<file path="config.mk">
export PLATFORM = sky130hd
export DESIGN_NAME = dot_product_sweep_ctrl
export DESIGN_NICKNAME = d
export VERILOG_FILES = /design/src/rtl/dot_product_sweep_ctrl.sv
export SDC_FILE = /design/constraint.sdc
export NUM_CORES = 1
export LEC_CHECK = 0
export ABC_CLOCK_PERIOD_IN_PS = 1900
export CAP_MARGIN = 0
export CORE_MARGIN = 4
export CORE_UTILIZATION = 47
export DETAILED_ROUTE_END_ITERATION = 10
export GPL_ROUTABILITY_DRIVEN = 1
export HOLD_SLACK_MARGIN = 0.15
export MAX_ROUTING_LAYER = met4
export PLACE_DENSITY_LB_ADDON = 0.05
export SLEW_MARGIN = 5
export SYNTH_ARGS = -nofsm -noshare
export SYNTH_HDL_FRONTEND = slang
export SYNTH_SLANG_ARGS = --single-unit
</file>
<file path="constraint.sdc">
create_clock -name clk -period 1.9 [get_ports clk]
set_input_delay 0.38 -clock clk [delete_from_list [all_inputs] [get_ports clk]]
set_output_delay 0.38 -clock clk [all_outputs]
set_load 0.05 [all_outputs]
</file>
<file path="src/rtl/dot_product_sweep_ctrl.sv">
// Sparse local-field update sweep sequencer: scans J row groups, skips groups
// with no flipped spin, aligns masks to row data and tracks datapath completion.
module dot_product_sweep_ctrl #(
    parameter int unsigned NUM_ROWS_PER_CLK = 4,
    parameter int unsigned NUM_ROWS         = 16,
    parameter int unsigned MEM_LATENCY      = 1,
    parameter int unsigned TIMEOUT          = 64,
    localparam int unsigned NUM_GROUPS = (NUM_ROWS + NUM_ROWS_PER_CLK - 1) / NUM_ROWS_PER_CLK,
    localparam int unsigned GAW        = (NUM_GROUPS > 1) ? $clog2(NUM_GROUPS) : 1
) (
    input  logic                        clk,
    input  logic                        rst_n,
    input  logic                        start,
    input  logic                        clear_first,
    input  logic [NUM_ROWS-1:0]         flip_mask,
    input  logic [NUM_ROWS-1:0]         sigma_new,
    output logic                        busy,
    output logic                        sweep_done,
    output logic                        timeout_err,
    output logic [GAW:0]                groups_issued,
    output logic                        row_rd_en,
    output logic [GAW-1:0]              row_rd_addr,
    output logic                        dp_clear,
    output logic [NUM_ROWS_PER_CLK-1:0] dp_rows_valid,
    output logic [NUM_ROWS_PER_CLK-1:0] dp_sigma_bits,
    input  logic                        dp_done
);

    localparam int unsigned P     = NUM_ROWS_PER_CLK;
    localparam int unsigned PAD_W = NUM_GROUPS * P;
    localparam int unsigned OW    = GAW + 1;
    localparam int unsigned TW    = $clog2(TIMEOUT + 1);

    localparam logic [2:0] S_IDLE  = 3'd0;
    localparam logic [2:0] S_CLEAR = 3'd1;
    localparam logic [2:0] S_ISSUE = 3'd2;
    localparam logic [2:0] S_DRAIN = 3'd3;
    localparam logic [2:0] S_DONE  = 3'd4;

    logic [2:0]          state, state_d;
    logic [GAW-1:0]      grp, grp_d;
    logic [NUM_ROWS-1:0] flip_q, sigma_q;
    logic [PAD_W-1:0]    flip_pad, sigma_pad;
    logic [P-1:0]        mask_d, slice_d, mask_q, slice_q;
    logic                rd_en_d, tmo_d, accept, pipe_busy, done_eff;
    logic [OW-1:0]       outstanding;
    logic [TW-1:0]       tcnt;
    logic [P-1:0]        pipe_m [MEM_LATENCY];
    logic [P-1:0]        pipe_s [MEM_LATENCY];

    assign dp_rows_valid = pipe_m[MEM_LATENCY-1];
    assign dp_sigma_bits = pipe_s[MEM_LATENCY-1];

    // Next state, next scanned group and the mask of that group.
    always_comb begin
        state_d   = state;
        grp_d     = grp;
        tmo_d     = 1'b0;
        accept    = (state == S_IDLE) && start;
        done_eff  = dp_done && (outstanding != '0);
        pipe_busy = 1'b0;
        for (int i = 0; i < int'(MEM_LATENCY); i++) begin
            pipe_busy = pipe_busy | (|pipe_m[i]);
        end
        case (state)
            S_IDLE: begin
                if (start) begin
                    state_d = clear_first ? S_CLEAR : S_ISSUE;
                    grp_d   = '0;
                end
            end
            S_CLEAR: state_d = S_ISSUE;
            S_ISSUE: begin
                if (grp == GAW'(NUM_GROUPS - 1)) state_d = S_DRAIN;
                else                             grp_d   = grp + GAW'(1);
            end
            S_DRAIN: begin
                if (!pipe_busy && (outstanding == '0)) begin
                    state_d = S_DONE;
                end else if (!dp_done && (tcnt == TW'(TIMEOUT - 1))) begin
                    state_d = S_IDLE;
                    tmo_d   = 1'b1;
                end
            end
            S_DONE:  state_d = S_IDLE;
            default: state_d = S_IDLE;
        endcase
        // The first group is scanned in the same edge that latches the inputs.
        flip_pad  = PAD_W'((state == S_IDLE) ? flip_mask : flip_q);
        sigma_pad = PAD_W'((state == S_IDLE) ? sigma_new : sigma_q);
        mask_d    = flip_pad[grp_d*P +: P];
        slice_d   = sigma_pad[grp_d*P +: P];
        rd_en_d   = (state_d == S_ISSUE) && (|mask_d);
    end

    always_ff @(posedge clk) begin
        if (!rst_n) begin
            state         <= S_IDLE;
            grp           <= '0;
            flip_q        <= '0;
            sigma_q       <= '0;
            mask_q        <= '0;
            slice_q       <= '0;
            outstanding   <= '0;
            tcnt          <= '0;
            busy          <= 1'b0;
            sweep_done    <= 1'b0;
            timeout_err   <= 1'b0;
            groups_issued <= '0;
            row_rd_en     <= 1'b0;
            row_rd_addr   <= '0;
            dp_clear      <= 1'b0;
            for (int i = 0; i < int'(MEM_LATENCY); i++) begin
                pipe_m[i] <= '0;
                pipe_s[i] <= '0;
            end
        end else begin
            state       <= state_d;
            grp         <= grp_d;
            busy        <= (state_d == S_CLEAR) || (state_d == S_ISSUE) || (state_d == S_DRAIN);
            dp_clear    <= (state_d == S_CLEAR);
            sweep_done  <= (state_d == S_DONE);
            timeout_err <= tmo_d;
            row_rd_en   <= rd_en_d;
            row_rd_addr <= rd_en_d ? grp_d : '0;
            mask_q      <= rd_en_d ? mask_d : '0;
            slice_q     <= rd_en_d ? slice_d : '0;
            if (accept) begin
                flip_q  <= flip_mask;
                sigma_q <= sigma_new;
            end

            // Alignment pipeline: stage 0 captures the group read this cycle.
            pipe_m[0] <= mask_q;
            pipe_s[0] <= slice_q;
            for (int i = 1; i < int'(MEM_LATENCY); i++) begin
                pipe_m[i] <= pipe_m[i-1];
                pipe_s[i] <= pipe_s[i-1];
            end

            if (accept || tmo_d)          outstanding <= '0;
            else if (row_rd_en && !done_eff) outstanding <= outstanding + OW'(1);
            else if (!row_rd_en && done_eff) outstanding <= outstanding - OW'(1);

            if (accept)         groups_issued <= '0;
            else if (row_rd_en) groups_issued <= groups_issued + OW'(1);

            if ((state != S_DRAIN) || dp_done) tcnt <= '0;
            else                               tcnt <= tcnt + TW'(1);
        end
    end

endmodule

</file>
==> metrics.md, run 1 <==
| Metric | Value |
|---|---|
| Post-synth EDFFs | 0 |
| R2r setup slk | -130 ps |
| Tmin final | 2030 ps |
| P&R area growth vs syn | 37.7% |
| CP arrival | 2290 ps |
| CTS clk-pin slew, worst paths | 80 ps |
| Setup_tns | -893 ps |
| Critical Path RT | 2160 ps |
| Wire length per cell | 14.1 um |
| Fin nets | 479 |
| Warnings, synthesis | 0 |
| Critical R2R Launch | state[0]$_SDFF_PN0_ |
| Total gr overflow | 0 |
| Worst Tran Pin Value | 500 ps |
| CP Launch Type | flop |
| DR iter-0 viols | 121 |
| Crit Path Max Fanout | 7 |
| Routability cong. | 0.880 |
| Post-Syn Nets | 399 |
| Global-route wire length before repair | 11900 um |
| Max VDD drop | 406 uV |
| CP peak stage delay | 550 ps |
| Longest Clk Path Bufs | 2 |
| # rows | 29 |
| Vias/cell | 5.14 |
| DRC | 0 |
| Crit end category | flop |
| Clk root buf | clkbuf_8 |
| Setup Skew | 4.92 ps |
| Seq/Total Area, Yosys | 45.6% |
| TritonCTS Buffers | 9 |
| Synth unique cells | 44 |
| RR Endpoint | slice_q[3]$_SDFF_PN0_ |
| Initial Utilization | 49.4% |
| Total track usage | 18.6% |
| WHS | 439 ps |
| Worst Reg2Reg Path Length in Cells | 7 |
| CTS tree | yes |
| Via count | 2675 |
| Core Area | 0.00649 mm2 |
| Leakage Power | 1.92 nW |
| RSZ-0062 raised after global routing | true |
| Initial antenna violation count | 0 |
| Setup Crit Path Kind | reg2reg |
| Antenna cells | 0 |
| Pin count of the biggest net entering global routing | 33 |
| Worst setup startpoint | state[0]$_SDFF_PN0_ |
| Share of layout cells above drive strength 1 | 23.0% |
| MaxCap Viol Count | 0 |
| CP Capture Point | slice_q[3]$_SDFF_PN0_ |
| Endpoints failing setup | 8 |
| Pwr dens | 923 mW/mm2 |
| Top Ports | 55 |
| Buf/Inv on CP | 1 |
| Crit path depth | 7 |
| Vias in the first global route | 2569 |
| PortBufs | 54 |
| 1st-pass router iterations | 4 |
| Die footprint | 0.00821 mm2 |
| Filler cells | 555 |
| Status | complete, but fails checks |
| Final hold violation count | 0 |
| Routed Antenna Nets | 0 |
| Commonest non-fill, non-tap cell in the layout | nand2_1 |
| Asr flop ratio synth | 0% |
| Top FF cell, synth | dfxtp_1 |
| Final WS setup | -130 ps |
| Avg Cell Area, Syn | 8.95 um2 |
| Clock H-tree levels | 3 |
| Final WL | 7320 um |
| CP max stage cell | or4b_4 |
| Max Transition Viols Final | 0 |
| Max-slew headroom | 66.6% |
| Die width | 90.6 um |
| Most frequent cells in the layout | nand2_1, dfxtp_1, clkdlybuf4s50_1 |
| Skew-Pair Late Insertion Delay | 360 ps |
| Sinks on Clock Net | 73 |
| Count of hold-fix buffers inserted at cts | 0 |
| Flops & latches, synth | 73 |
| Worst path cell trace | or4b_4 > and4_4 > buf_12 > mux2i_1 > mux2i_2 > and4_4 > nor3_2 |
| Die height | 90.6 um |
| Achievable clock frequency | 493 MHz |
| Crit path max-delay family | simple AND/OR/NAND/NOR gates |
| Crit share post-route | 107% |
| Cell Area, Synth | 0.00321 mm2 |
| Dpl hpwl | 4980 um |
| Most common cell on crit path | and4_4 |
| Failing checks | setup timing |
| Hold Path Class | reg2reg |
| Cells after synthesis | 358 |
kinds of logic after synthesis:
group | after synthesis | synth area share, %
AOI/OAI and AO/OA | 55 | 10.3
xor gates and xnor gates | 10 | 2.73
adders and majority gates | 4 | 1.80
buffers and inverters | 25 | 4.10
DFF | 73 | 45.6
muxes | 42 | 13.4
and+or+nand+nor | 149 | 22.1
sequential cells by signal, indices dropped and copies added (netlist names), 2 cells and up:
register and flops:
pipe_s 4, state 3, grp 2, mask_q 4
outstanding 3, groups_issued 3, row_rd_addr 2, slice_q 4
sigma_q 16, flip_q 16, pipe_m 4, tcnt 7
cells in the mapped netlist (2+ instances only):
master	instances	area [um2]
nand2_1	75	282
dfxtp_1	73	1460
a21oi_1	35	175
mux2i_1	34	340
nor2_1	28	105
clkbuf_1	12	45.0
and2_1	9	56.3
mux2_2	8	90.1
buf_2	6	30.0
nor3_1	5	25.0
xnor2_1	5	43.8
xor2_1	5	43.8
a211o_1	4	35.0
a211oi_1	4	30.0
and2_0	4	25.0
buf_6	4	45.0
nand3_1	4	20.0
nor3_2	4	40.0
o22ai_1	4	25.0
ha_1	3	37.5
o21ai_0	3	15.0
or2_2	3	18.8
and3_1	2	12.5
inv_1	2	7.51
nand2b_1	2	12.5
o31ai_1	2	15.0
where the power goes:
group	leakage, nW	switching, mW	internal (mW)
Combinational	1.22	0.548	0.570
Clock	0.0960	0.640	0.617
Sequential	0.598	0.0627	1.64
how the worst min path moves through the flow:
stage	from	to	depth (start not counted)
CTS	mask_q[3]$_SDFF_PN0_	pipe_m[0][3]$_SDFF_PN0_	1
global route	mask_q[1]$_SDFF_PN0_	pipe_m[0][1]$_SDFF_PN0_	1
global placement	mask_q[2]$_SDFF_PN0_	pipe_m[0][2]$_SDFF_PN0_	1
floorplan	mask_q[0]$_SDFF_PN0_	pipe_m[0][0]$_SDFF_PN0_	1
detailed placement	mask_q[3]$_SDFF_PN0_	pipe_m[0][3]$_SDFF_PN0_	1
finish	mask_q[3]$_SDFF_PN0_	pipe_m[0][3]$_SDFF_PN0_	1
stage by stage:
stage	instances	setup slack (ps)	utilization (%)	total power, mW	cell area (um2)
5_1_grt	520	-188	68.0	4.27	4410
2_1_floorplan	358	-95.2	-	2.37	3210
3_3_place_gp	495	-592	61.4	2.70	3990
6_report	520	-130	68.0	4.08	4410
3_5_place_dp	495	-659	61.4	2.71	3990
4_1_cts	516	-129	65.5	3.99	4260
layout make-up:
cell class	count	area (um2)	area share, %
Timing Repair Buffer	91	920	20.8
Inverter	3	11.3	0.255
Tap cell	77	96.3	2.18
Sequential cell	73	1470	33.3
Multi-Input combinational cell	260	1710	38.8
Clock inverter	7	80.1	1.81
Clock buffer	9	124	2.81
metal layers:
metal	routed length, um	GRT usage, %	vias to the layer above
met5	0	-	-
met4	110	6.89	0
met3	309	4.42	14
met2	3380	28.8	55
met1	3510	23.5	1237
li1	-	-	1369
what timing repair did:
item / 4_1_cts / 5_1_grt
cloned: 0 / 1
endpoints found under the hold margin: 0 / 0
endpoints found under the setup margin: 12 / 13
resized for setup: 13 / 26
pin swaps: 5 / 12
setup buffers: 5 / 3
Power figures use the tool's default switching activity.
==> run 2: changes to the inputs <==
- CELL_PAD_IN_SITES_DETAIL_PLACEMENT: default -> 2
- CELL_PAD_IN_SITES_GLOBAL_PLACEMENT: default -> 2
- CORE_UTILIZATION: 47 -> 29
==> run 2 against run 1 <==
  * Highest routed layer unchanged
  * Critical path type unchanged
  * Register-to-register slack worse by 40 ps
  * Critical endpoint is now row_rd_en$_SDFF_PN0_
  * Largest cell class unchanged
  * Sequential power about the same
  * Global-route usage down 2.3 points
  * Non-clock buffer count rose by 7
  * Via count up 4.4%
  * First-iteration DRC count fell by 55%
  * Wire length up 31%
  * Sequential cell count did not move
  * Worst hold slack better by 3.1 ps
  * The run still ends with setup timing left
  * Critical path depth unchanged
==> metrics.md, run 2 (synthesis gave the netlist of run 1 again) <==
| Metric | Value |
|---|---|
| Final WS setup | -171 ps |
| R2r setup slk | -170 ps |
| Total track usage | 16.2% |
| Register area | 0.00147 mm2 |
| Post-route cell area | 0.00455 mm2 |
| Comb pwr share | 29.3% |
| Crit end category | flop |
| Clk pwr share | 30.3% |
| Routed Antenna Nets | 0 |
| Global-route wire length before repair | 15900 um |
| Top Ports | 55 |
| 1st-pass router iterations | 4 |
| CP peak stage delay | 380 ps |
| # rows | 38 |
| RR Endpoint | row_rd_en$_SDFF_PN0_ |
| TritonCTS Buffers | 9 |
| Critical R2R Launch | state[2]$_SDFF_PN0_ |
| Die width | 113 um |
| Buf/Inv on CP | 2 |
| MaxCap Viol Count | 0 |
| Max VDD drop | 361 uV |
| Fin nets | 487 |
| Share of power burned in registers | 40.4% |
| Endpoints failing setup | 9 |
| Pwr dens | 923 mW/mm2 |
| DRC | 0 |
| Multi-input logic area | 0.00178 mm2 |
| Worst setup startpoint | state[2]$_SDFF_PN0_ |
| Die footprint | 0.0128 mm2 |
| Failing checks | setup timing |
| Initial antenna violation count | 0 |
| Initial Utilization | 29.6% |
| Achievable clock frequency | 483 MHz |
| CP Capture Point | row_rd_en$_SDFF_PN0_ |
| Total gr overflow | 0 |
| PortBufs | 54 |
| Hold Path Class | reg2reg |
| P&R area growth vs syn | 42.1% |
| Leakage Power | 1.91 nW |
| Pin count of the biggest net entering global routing | 35 |
| Crit Path Max Fanout | 7 |
| Dpl hpwl | 6610 um |
| Commonest non-fill, non-tap cell in the layout | nand2_1 |
| Via count | 2792 |
| Max Transition Viols Final | 0 |
| Worst path cell trace | buf_6 > or3b_4 > a211oi_4 > buf_6 > mux2i_4 > and4_4 > nor2_2 |
| Max-slew headroom | 66.1% |
| Wire length per cell | 16.2 um |
| Die height | 113 um |
| Biggest regs | flip_q: 16 flops, sigma_q: 16 flops, tcnt: 7 flops |
| Sinks on Clock Net | 73 |
| CP Launch Type | flop |
| Placement Cell Area | 0.00409 mm2 |
| Switch share | 31.0% |
| Crit path depth | 7 |
| CTS clk-pin slew, worst paths | 80 ps |
| Final WL | 9600 um |
| NetSw | 1.30 mW |
| Vias in the first global route | 3183 |
| Routability cong. | 0.783 |
| Share of layout cells above drive strength 1 | 27.1% |
| CTS tree | yes |
| CP arrival | 2310 ps |
| Vias/cell | 4.72 |
| Crit share post-route | 109% |
| Status | complete, but fails checks |
| Skew-Pair Late Insertion Delay | 360 ps |
| Crit path max-delay family | simple AND/OR/NAND/NOR gates |
| Antenna cells | 0 |
| DR iter-0 viols | 55 |
| Most common cell on crit path | buf_6 |
| Clock H-tree levels | 3 |
| CP max stage cell | or3b_4 |
| Setup Skew | 8.91 ps |
| Worst Tran Pin Value | 508 ps |
| Critical Path RT | 2140 ps |
| Tmin final | 2070 ps |
| Setup Crit Path Kind | reg2reg |
| Final Power | 4.20 mW |
| Final hold violation count | 0 |
| Clk root buf | clkbuf_8 |
| Most frequent cells in the layout | nand2_1, dfxtp_1, buf_4 |
| RSZ-0062 raised after global routing | true |
| Filler cells | 1225 |
| Worst Reg2Reg Path Length in Cells | 7 |
| Internal power | 2.90 mW |
| Core Area | 0.0108 mm2 |
| Longest Clk Path Bufs | 2 |
-- run 2: cell count changes in the layout (fill, tap and decap cells not counted), sizes merged --
cell and delta:
dlygate4sd2 +1, dlymetal6s2s -1, and4 +1, buf +10, inv -1, clkdlybuf4s50 -2
-- run 2: final cells by class --
cell class	count	area share (%)
clock inverters	6	1.48
well taps	140	3.85
clock buffers	10	3.02
inverters	3	0.247
repair buffers	98	20.0
flip-flops and latches	73	32.3
multi-input cells	261	39.2
-- run 2: repair_timing --
action / 4_1_cts / 5_1_grt
gates cloned: 2 / 0
setup buffers: 5 / 5
resized for setup: 24 / 28
hold endpoints to repair: 0 / 0
setup endpoints to repair: 14 / 28
hold buffers: 0 / 0
pin swaps: 8 / 7
-- run 2: how the worst min path moves through the flow --
| stage | startpoint | depth (start not counted) | end | slack [ps] |
|---|---|---|---|---|
| after global routing | mask_q[3]$_SDFF_PN0_ | 1 | pipe_m[0][3]$_SDFF_PN0_ | 460 |
| after floorplan | mask_q[0]$_SDFF_PN0_ | 1 | pipe_m[0][0]$_SDFF_PN0_ | 410 |
| after global placement | mask_q[1]$_SDFF_PN0_ | 1 | pipe_m[0][1]$_SDFF_PN0_ | 420 |
| after CTS | mask_q[0]$_SDFF_PN0_ | 1 | pipe_m[0][0]$_SDFF_PN0_ | 450 |
| after detailed placement | mask_q[0]$_SDFF_PN0_ | 1 | pipe_m[0][0]$_SDFF_PN0_ | 430 |
| final | mask_q[0]$_SDFF_PN0_ | 1 | pipe_m[0][0]$_SDFF_PN0_ | 440 |
-- run 2: per-layer routing --
layer	track usage, %	vias up	share of wire, %
li1	-	1387	-
met1	19.7	1339	47
met2	26.4	50	47
met3	2.51	16	3.0
met4	7.93	0	2.4
met5	-	-	0
-- run 2: worst register-to-register path, cell delays in order (launching register included) --
cell and delay, ps:
dfxtp_4 360, buf_6 130, or3b_4 380, a211oi_4 250, buf_6 200, mux2i_4 260
and4_4 330, nor2_2 60
-- run 2: power by group through the flow --
stage / combinational (mW) / clock [mW] / sequential (mW)
6_report: 1.23 / 1.27 / 1.70
5_1_grt: 1.35 / 1.40 / 1.71
4_1_cts: 1.12 / 1.32 / 1.70
3_5_place_dp: 1.06 / 0 / 1.73
3_3_place_gp: 1.04 / 0 / 1.73
2_1_floorplan: 0.582 / 0 / 1.79
-- run 2: per-stage QoR --
stage          cells  TNS (ps)  utilization, %  hold slack (ps)  worst slack, ps
5_1_grt          591     -2100            42.0              462             -268
3_3_place_gp     565     -5810            37.7              425             -634
6_report         591     -1250            42.0              442             -171
3_5_place_dp     565     -6510            37.7              428             -659
2_1_floorplan    358      -560               -              412            -95.2
4_1_cts          587     -1160            40.6              447             -176
==> run 3: changes to the inputs <==
- MAX_ROUTING_LAYER: met4 -> default
==> run 3 against run 2 <==
  * The run still ends with setup timing left
  * Clock-buffer cell count unchanged
  * Critical endpoint unchanged
  * Clock power about the same
  * Wire length decreased by 0.76%
  * Critical path type unchanged
  * Combinational power about the same
  * Core utilization unchanged
  * Setup slack got worse by 2.1 ps
==> metrics.md, run 3 (synthesis gave the netlist of run 1 again) <==
| Metric | Value |
|---|---|
| Status | complete, but fails checks |
| Failing checks | setup timing |
| Sinks on Clock Net | 73 |
| Tmin final | 2070 ps |
| Max VDD drop | 361 uV |
| Final WS setup | -174 ps |
| Initial antenna violation count | 0 |
| Dpl hpwl | 6610 um |
| Achievable clock frequency | 482 MHz |
| WHS | 442 ps |
| Fin nets | 487 |
| Most frequent cells in the layout | nand2_1, dfxtp_1, buf_4 |
| Setup Skew | 8.68 ps |
| CTS clk-pin slew, worst paths | 80 ps |
| Total gr overflow | 0 |
| 1st-pass router iterations | 4 |
| MaxCap Viol Count | 0 |
| Register area | 0.00147 mm2 |
| Clk root buf | clkbuf_8 |
| CP arrival | 2310 ps |
| Vias in the first global route | 3180 |
| Share of layout cells above drive strength 1 | 27.1% |
| Core Area | 0.0108 mm2 |
| Multi-input logic area | 0.00178 mm2 |
| Max-slew headroom | 66.1% |
| Die height | 113 um |
| Biggest regs | flip_q: 16 flops, sigma_q: 16 flops, tcnt: 7 flops |
| Count of hold-fix buffers inserted at cts | 0 |
| TritonCTS Buffers | 9 |
| Skew-Pair Late Insertion Delay | 350 ps |
| PortBufs | 54 |
| CTS tree | yes |
| Crit Path Max Fanout | 7 |
| Antenna cells | 0 |
| DRC | 0 |
| Hold Path Class | reg2reg |
| Final Power | 4.20 mW |
| Crit end category | flop |
| Critical Path RT | 2140 ps |
| Endpoints failing setup | 9 |
| Worst Tran Pin Value | 508 ps |
| RSZ-0062 raised after global routing | true |
| Vias/cell | 4.72 |
| Final WL | 9530 um |
| Die footprint | 0.0128 mm2 |
| Setup Crit Path Kind | reg2reg |
| CP Launch Type | flop |
| Total track usage | 15.8% |
| Routed Antenna Nets | 0 |
| Crit share post-route | 109% |
| Top Ports | 55 |
| Global-route wire length before repair | 15900 um |
| Initial Utilization | 29.6% |
| Leakage Power | 1.91 nW |
| # rows | 38 |
| Routability cong. | 0.772 |
| Final hold violation count | 0 |
| Longest Clk Path Bufs | 2 |
| DR iter-0 viols | 50 |
| Filler cells | 1225 |
| Die width | 113 um |
| Wire length per cell | 16.1 um |
| Commonest non-fill, non-tap cell in the layout | nand2_1 |
| Via count | 2789 |
| Pwr dens | 922 mW/mm2 |
| Max Transition Viols Final | 0 |
| Clock H-tree levels | 3 |
| Pin count of the biggest net entering global routing | 35 |
| P&R area growth vs syn | 42.1% |
## run 3: cell counts in the layout (fill, tap and decap cells not counted)
Identical to the previous run, type by type.
## run 3: critical path, stage by stage (launching register included)
cell and delay [ps]:
dfxtp_4 360, buf_6 130, or3b_4 380, a211oi_4 250, buf_6 200, mux2i_4 250
and4_4 320, nor2_2 50
## run 3: cell type report
cell class              instances  share of cell area (%)
flip-flops and latches         73                    32.3
inverters                       3                   0.247
clock buffers                  10                    3.02
clock inverters                 6                    1.48
well taps                     140                    3.85
multi-input cells             261                    39.2
repair buffers                 98                    20.0
## run 3: worst paths after layout
kind,from,endpoint,slack (ps),depth (start not counted)
max reg2reg,state[2]$_SDFF_PN0_,row_rd_en$_SDFF_PN0_,-170,7
min,mask_q[0]$_SDFF_PN0_,pipe_m[0][0]$_SDFF_PN0_,440,1
max,state[2]$_SDFF_PN0_,row_rd_en$_SDFF_PN0_,-170,7
min reg2reg,mask_q[0]$_SDFF_PN0_,pipe_m[0][0]$_SDFF_PN0_,440,1
## run 3: metrics by stage
stage                     instances  setup WS (ps)  instance area, um2  utilization, %  setup TNS, ps
after global routing            591           -268                4550            42.0          -2100
after floorplan                 358          -95.2                3210               -           -560
final                           591           -174                4550            42.0          -1260
after detailed placement        565           -659                4090            37.7          -6510
after CTS                       587           -176                4400            40.6          -1160
after global placement          565           -634                4090            37.7          -5810
## run 3: power by group
part	switching, mW	total, mW	internal, mW
sequential	0.0611	1.70	1.64
combinational	0.610	1.23	0.618
clock	0.628	1.27	0.644
## run 3: what timing repair did
item                       CTS  global route
cloned                       2             0
setup endpoints to repair   14            27
pin swaps                    8             7
resized for setup           24            28
setup buffers                5             5
## run 3: layer usage
layer  wire (um)  GRT usage [%]  part of all wire, %  vias to the layer above
li1            -              -                    -                     1388
met1        4500           19.7                   47                     1337
met2        4550           26.2                   48                       47
met3         250           2.57                  2.6                       17
met4         227           7.93                  2.4                        0
met5           0              0                    0                        -
